==> src/rtl/display_mux_bcd.sv <==
// Multi-digit 7-segment driver: sequential binary-to-BCD conversion feeding a
// time-multiplexed, ghost-free segment/anode scan with blanking, dp and overflow.
module display_mux_bcd #(
  parameter int N_DIGITS      = 4,
  parameter int BIN_W         = 14,
  parameter int REFRESH_DIV   = 50000,
  parameter int BLANK_LEADING = 1
) (
  input  logic                clk,
  input  logic                rst_n,
  input  logic                load,
  input  logic [BIN_W-1:0]    valor,
  input  logic [N_DIGITS-1:0] dp_mask,
  output logic                busy,
  output logic                overflow,
  output logic [7:0]          salida_display,
  output logic [N_DIGITS-1:0] anodo
);

  // Decimal digits needed for 2^w-1; w is at most 27 so an int holds it.
  function automatic int bcd_digits(input int w);
    int m;
    int n;
    m = (1 << w) - 1;
    n = 1;
    for (int i = 0; i < 10; i++) begin
      if (m >= 10) begin
        m = m / 10;
        n = n + 1;
      end
    end
    return n;
  endfunction

  localparam int NB  = bcd_digits(BIN_W);
  localparam int NBP = (NB > N_DIGITS) ? NB : N_DIGITS;
  localparam int AW  = 4 * NBP;
  localparam int DW  = 4 * N_DIGITS;
  localparam int CW  = $clog2(BIN_W + 1);
  localparam int IW  = (N_DIGITS > 1) ? $clog2(N_DIGITS) : 1;
  localparam int PW  = $clog2(REFRESH_DIV);

  localparam logic [7:0] SEG_BLANK = 8'b11111111;
  localparam logic [7:0] SEG_DASH  = 8'b11111101;

  typedef enum logic [1:0] {IDLE, SHIFT, COMMIT} state_t;

  state_t            state;
  logic [BIN_W-1:0]  sh;
  logic [AW-1:0]     acc;
  logic [AW-1:0]     acc_adj;
  logic              acc_ovf;
  logic [CW-1:0]     cnt;
  logic [DW-1:0]     disp;

  logic [PW-1:0]     presc;
  logic              tc;
  logic [IW-1:0]     idx;
  logic [IW-1:0]     idx_n;
  logic [3:0]        nib;
  logic              dp_on;
  logic              hi_nz;
  logic [7:0]        seg_n;

  function automatic logic [7:0] seg_code(input logic [3:0] d);
    logic [7:0] s;
    case (d)
      4'd0:    s = 8'b00000011;
      4'd1:    s = 8'b10011111;
      4'd2:    s = 8'b00100101;
      4'd3:    s = 8'b00001101;
      4'd4:    s = 8'b10011001;
      4'd5:    s = 8'b01001001;
      4'd6:    s = 8'b01000001;
      4'd7:    s = 8'b00011111;
      4'd8:    s = 8'b00000001;
      4'd9:    s = 8'b00011001;
      default: s = SEG_BLANK;
    endcase
    return s;
  endfunction

  always_comb begin
    acc_adj = acc;
    for (int i = 0; i < NBP; i++) begin
      if (acc[4*i +: 4] >= 4'd5) acc_adj[4*i +: 4] = acc[4*i +: 4] + 4'd3;
    end
  end

  // Any nonzero nibble beyond the displayable digits means the value cannot be shown.
  always_comb begin
    acc_ovf = 1'b0;
    for (int i = 0; i < NBP; i++) begin
      if (i >= N_DIGITS && acc[4*i +: 4] != 4'd0) acc_ovf = 1'b1;
    end
  end

  // Shift-add-3 converter; disp only changes in COMMIT so the scan never sees partial digits.
  always_ff @(posedge clk or negedge rst_n) begin
    if (!rst_n) begin
      state    <= IDLE;
      sh       <= '0;
      acc      <= '0;
      cnt      <= '0;
      disp     <= '0;
      busy     <= 1'b0;
      overflow <= 1'b0;
    end else begin
      case (state)
        IDLE: begin
          if (load) begin
            sh    <= valor;
            acc   <= '0;
            cnt   <= CW'(BIN_W);
            busy  <= 1'b1;
            state <= SHIFT;
          end
        end
        SHIFT: begin
          acc <= {acc_adj[AW-2:0], sh[BIN_W-1]};
          sh  <= sh << 1;
          cnt <= cnt - 1'b1;
          if (cnt == CW'(1)) state <= COMMIT;
        end
        COMMIT: begin
          disp     <= acc[DW-1:0];
          overflow <= acc_ovf;
          busy     <= 1'b0;
          state    <= IDLE;
        end
        default: begin
          busy  <= 1'b0;
          state <= IDLE;
        end
      endcase
    end
  end

  assign tc = (presc == PW'(REFRESH_DIV - 1));

  always_comb begin
    idx_n = idx;
    if (tc) idx_n = (idx == IW'(N_DIGITS - 1)) ? '0 : idx + 1'b1;
  end

  // Segments are computed for the digit the anodes will select after this edge.
  always_comb begin
    nib   = 4'd0;
    dp_on = 1'b0;
    hi_nz = 1'b0;
    for (int j = 0; j < N_DIGITS; j++) begin
      if (j == int'(idx_n)) begin
        nib   = disp[4*j +: 4];
        dp_on = dp_mask[j];
      end
      if (j >= int'(idx_n) && disp[4*j +: 4] != 4'd0) hi_nz = 1'b1;
    end
    if (overflow)
      seg_n = SEG_DASH;
    else if (BLANK_LEADING != 0 && idx_n != '0 && !hi_nz)
      seg_n = SEG_BLANK;
    else
      seg_n = seg_code(nib);
    if (dp_on) seg_n[0] = 1'b0;
  end

  always_ff @(posedge clk or negedge rst_n) begin
    if (!rst_n) begin
      presc          <= '0;
      idx            <= '0;
      anodo          <= ~(N_DIGITS'(1));
      salida_display <= 8'b00000011;
    end else begin
      presc          <= tc ? '0 : presc + 1'b1;
      idx            <= idx_n;
      anodo          <= ~(N_DIGITS'(1) << idx_n);
      salida_display <= seg_n;
    end
  end

endmodule

==> config.mk <==
export PLATFORM = sky130hd
export DESIGN_NAME = display_mux_bcd
export DESIGN_NICKNAME = d
export VERILOG_FILES = /design/src/rtl/display_mux_bcd.sv
export SDC_FILE = /design/constraint.sdc
export NUM_CORES = 1
export LEC_CHECK = 0
export ABC_AREA = 1
export BUFFER_PORTS_ARGS = -buffer_cell sky130_fd_sc_hd__buf_2
export CELL_PAD_IN_SITES_DETAIL_PLACEMENT = 0
export CELL_PAD_IN_SITES_GLOBAL_PLACEMENT = 1
export CORE_MARGIN = 8
export CORE_UTILIZATION = 39
export CTS_CLUSTER_SIZE = 25
export DETAILED_ROUTE_END_ITERATION = 8
export PLACE_DENSITY = 0.68
export SYNTH_ARGS = -nofsm -noshare
export SYNTH_HDL_FRONTEND = slang
export SYNTH_SLANG_ARGS = --single-unit
==> constraint.sdc <==
create_clock -name clk -period 5.2 [get_ports clk]
set_input_delay 1.04 -clock clk [delete_from_list [all_inputs] [get_ports clk]]
set_output_delay 1.04 -clock clk [all_outputs]
set_load 0.05 [all_outputs]
==> metrics.csv <==
metric,value,unit
status,completed,
initial antenna violation count,0,
Crit Path Category,register to register,
worst-path cell chain,nand2_1 -> inv_1 -> nor2_1 -> inv_1 -> o21ai_0,
sequential fraction of the synthesis area,49.1,%
Final period util,66.7,%
I/O pin count,35,
"commonest non-fill, non-tap cell in the layout",nand2_1,
Cells after Synth,523,
latest clock arrival within the worst-skew pair,0.35,ns
Storage cell area,2210,um^2
root buf cell,clkbuf_16,
ys flop type,dfrtp_1,
Clock transition at path regs,0.06,ns
Synth Area in Simple Gates,23.8,%
Total GRT Usage,13.3,%
CTS max path bufs,2,
n_diodes,0,
Die H,123,um
RSZ-0062 raised after global routing,false,
arrival time worst endpoint,3.71,ns
Syn Nets,565,
fillers,1131,
setup violators final,0,
Synth Cell Area,4500,um^2
Starting Density,39.8,%
Synth Area in XOR/XNOR,1.36,%
Vias,3449,
met2 usage,20.3,%
HPWL after DPL,6.78,mm
crit-path max FO,29,
Core Region,11300,um^2
CTS resizes,0,
portion of netlist area occupied by mux cells,0,%
WL/cell,13.4,um
Core Rows,39,
# clock sinks,88,
synthesis-to-layout area growth,14.7,%
nets@finish,602,
reg2reg setup slack,1.73,ns
"final std cell area, no fill",5160,um^2
VDD IR-drop max,0.327,mV
most frequent cells in the layout,"nand2_1, dfrtp_1, inv_1, o21ai_0, nor2_1",
max_slew headroom,32.7,%
CTS tree,yes,
Power Density,561,nW/um^2
Pre-Repair DR Iteration Count,5,
Synth Area in Compound Gates,12.6,%
number of I/O port buffers,34,
"Hold Vio Cnt, Final",0,
Top delay family on crit path,simple AND/OR/NAND/NOR gates,
total negative slack,0,ns
routing usage on met3,4.06,%
CP max-delay cell,nor2_1,
crit start category,register,
count of different cell masters after synthesis,35,
DRC,0,
multi-input logic area,1960,um^2
fmax,288,MHz
routability cong.,0.796,
Max Clock Skew,0.00822,ns
Worst Tran Pin Value,1.01,ns
max cap viols,0,
vias in the first global route,3315,
"EDFF count, synth",0,
layout cells sized above 1,17.0,%
Vias per Instance,4.87,
post-CTS setup buffer count,0,
"Req. time, crit path",5.44,ns
Worst Setup End Kind,register,
Async SR Flop Fraction,100,%
cell leakage power,2.55,nW
largest net degree at the start of global routing,46,
adder-cell share of the synthesized area,5.84,%
post-synthesis sequential element count,88,
TritonCTS buffer count,9,
Die ar.,15200,um^2
most frequent CP cell,inv_1,
final WL,9.46,mm
Post-DP Area,4830,um^2
"Avg Cell Area, Syn",8.61,um^2
largest family of logic cells by synthesized area,simple AND/OR/NAND/NOR gates,
H-tree depth,3,
Worst Path Buf+Inv,2,
met1 Resource Use GR,17.6,%
post-route ant nets,0,
max-slew violation count,0,
Die Span X,123,um
grt ovf,0,
Final Critical Period,3.47,ns
First DRT Iteration DRCs,212,
Hold Path Class,register to register,
yosys warns,0,
CTS Hold Bufs,0,
most used routing layer in global routing,met2,
first-pass GRT wire length,16.0,mm
CP peak stage delay,0.94,ns
-- power breakdown --
| part | switching (mW) | internal [mW] |
|---|---|---|
| Combinational | 0.760 | 0.370 |
| Sequential | 0.127 | 0.921 |
| Clock | 0.259 | 0.461 |
| Total | 1.15 | 1.75 |
-- cell usage after synthesis (2+ instances only) --
library cell | n | area share, %
o32ai_1 | 4 | 0.78
nand2_4 | 7 | 1.8
nor4_1 | 3 | 0.42
o21ai_2 | 2 | 0.39
nand2_1 | 92 | 7.7
xor2_1 | 7 | 1.4
o22ai_1 | 7 | 0.97
inv_2 | 5 | 0.42
inv_1 | 70 | 5.8
nand4_1 | 7 | 0.97
nor2_2 | 6 | 0.83
dfstp_2 | 5 | 2.9
clkbuf_1 | 10 | 0.83
o211ai_1 | 3 | 0.50
nor2_4 | 4 | 1.0
o21ai_0 | 57 | 6.3
nor3_1 | 3 | 0.33
nand3b_1 | 3 | 0.50
nor2_1 | 47 | 3.9
a22oi_1 | 7 | 1.2
ha_1 | 21 | 5.8
nand2_2 | 9 | 1.3
a21oi_1 | 12 | 1.3
a21oi_2 | 2 | 0.39
nand3_1 | 35 | 3.9
dfrtp_1 | 83 | 46
nand3_2 | 4 | 0.89
-- sequential cells by signal (all words and copies together) (netlist names) --
| register | flops |
|---|---|
| acc | 20 |
| anodo | 4 |
| busy | 1 |
| cnt | 4 |
| disp | 16 |
| idx | 2 |
| overflow | 1 |
| presc | 16 |
| salida_display | 8 |
| sh | 14 |
| state | 2 |
-- worst paths after layout --
check,from,to,cells after the start
min in group asynchronous,rst_n,presc[12],1
worst min-delay path,presc[0],presc[0],1
worst max-delay path,state[0],acc[11],5
worst min register to register,presc[0],presc[0],1
worst max register to register,state[0],acc[11],5
max in group asynchronous,rst_n,salida_display[1],2
-- cell families (layout without fill, tap and decap cells) --
kind of cell / count (synthesis) / after routing
buf+inv: 87 / 129
simple gates: 222 / 222
flops: 88 / 88
fa+ha+maj: 21 / 21
compound gates: 98 / 98
xor+xnor: 7 / 7
-- per-stage QoR --
step | utilization [%] | hold WS (ns) | std cells | worst slack [ns] | total power [mW]
global placement | 42.7 | 0.447 | 692 | 1.90 | 2.17
CTS | 45.6 | 0.474 | 708 | 1.65 | 2.93
floorplan | - | 0.433 | 523 | 2.96 | 1.91
detailed placement | 42.7 | 0.465 | 692 | 1.74 | 2.20
finish | 45.6 | 0.470 | 708 | 1.73 | 2.90
global route | 45.6 | 0.482 | 708 | 1.37 | 3.14
-- layout make-up --
| cell class | count | share of cell area (%) |
|---|---|---|
| clock buffers | 14 | 5.31 |
| clock inverters | 2 | 1.16 |
| inverters | 77 | 5.64 |
| multi-input cells | 348 | 38.0 |
| flip-flops and latches | 88 | 42.8 |
| well taps | 143 | 3.46 |
| repair buffers | 36 | 3.63 |
-- layer usage --
metal / vias up / wire (um)
met1: 1599 / 4720
li1: 1786 / -
met5: - / 0
met3: 10 / 470
met2: 54 / 4170
met4: 0 / 102
-- worst register-to-register path, cell delays in order, from the launching register on --
cell,delay [ns]
dfrtp_1,0.39
nand2_1,0.47
inv_1,0.59
nor2_1,0.94
inv_1,0.61
o21ai_0,0.36
Power figures use the tool's default switching activity.
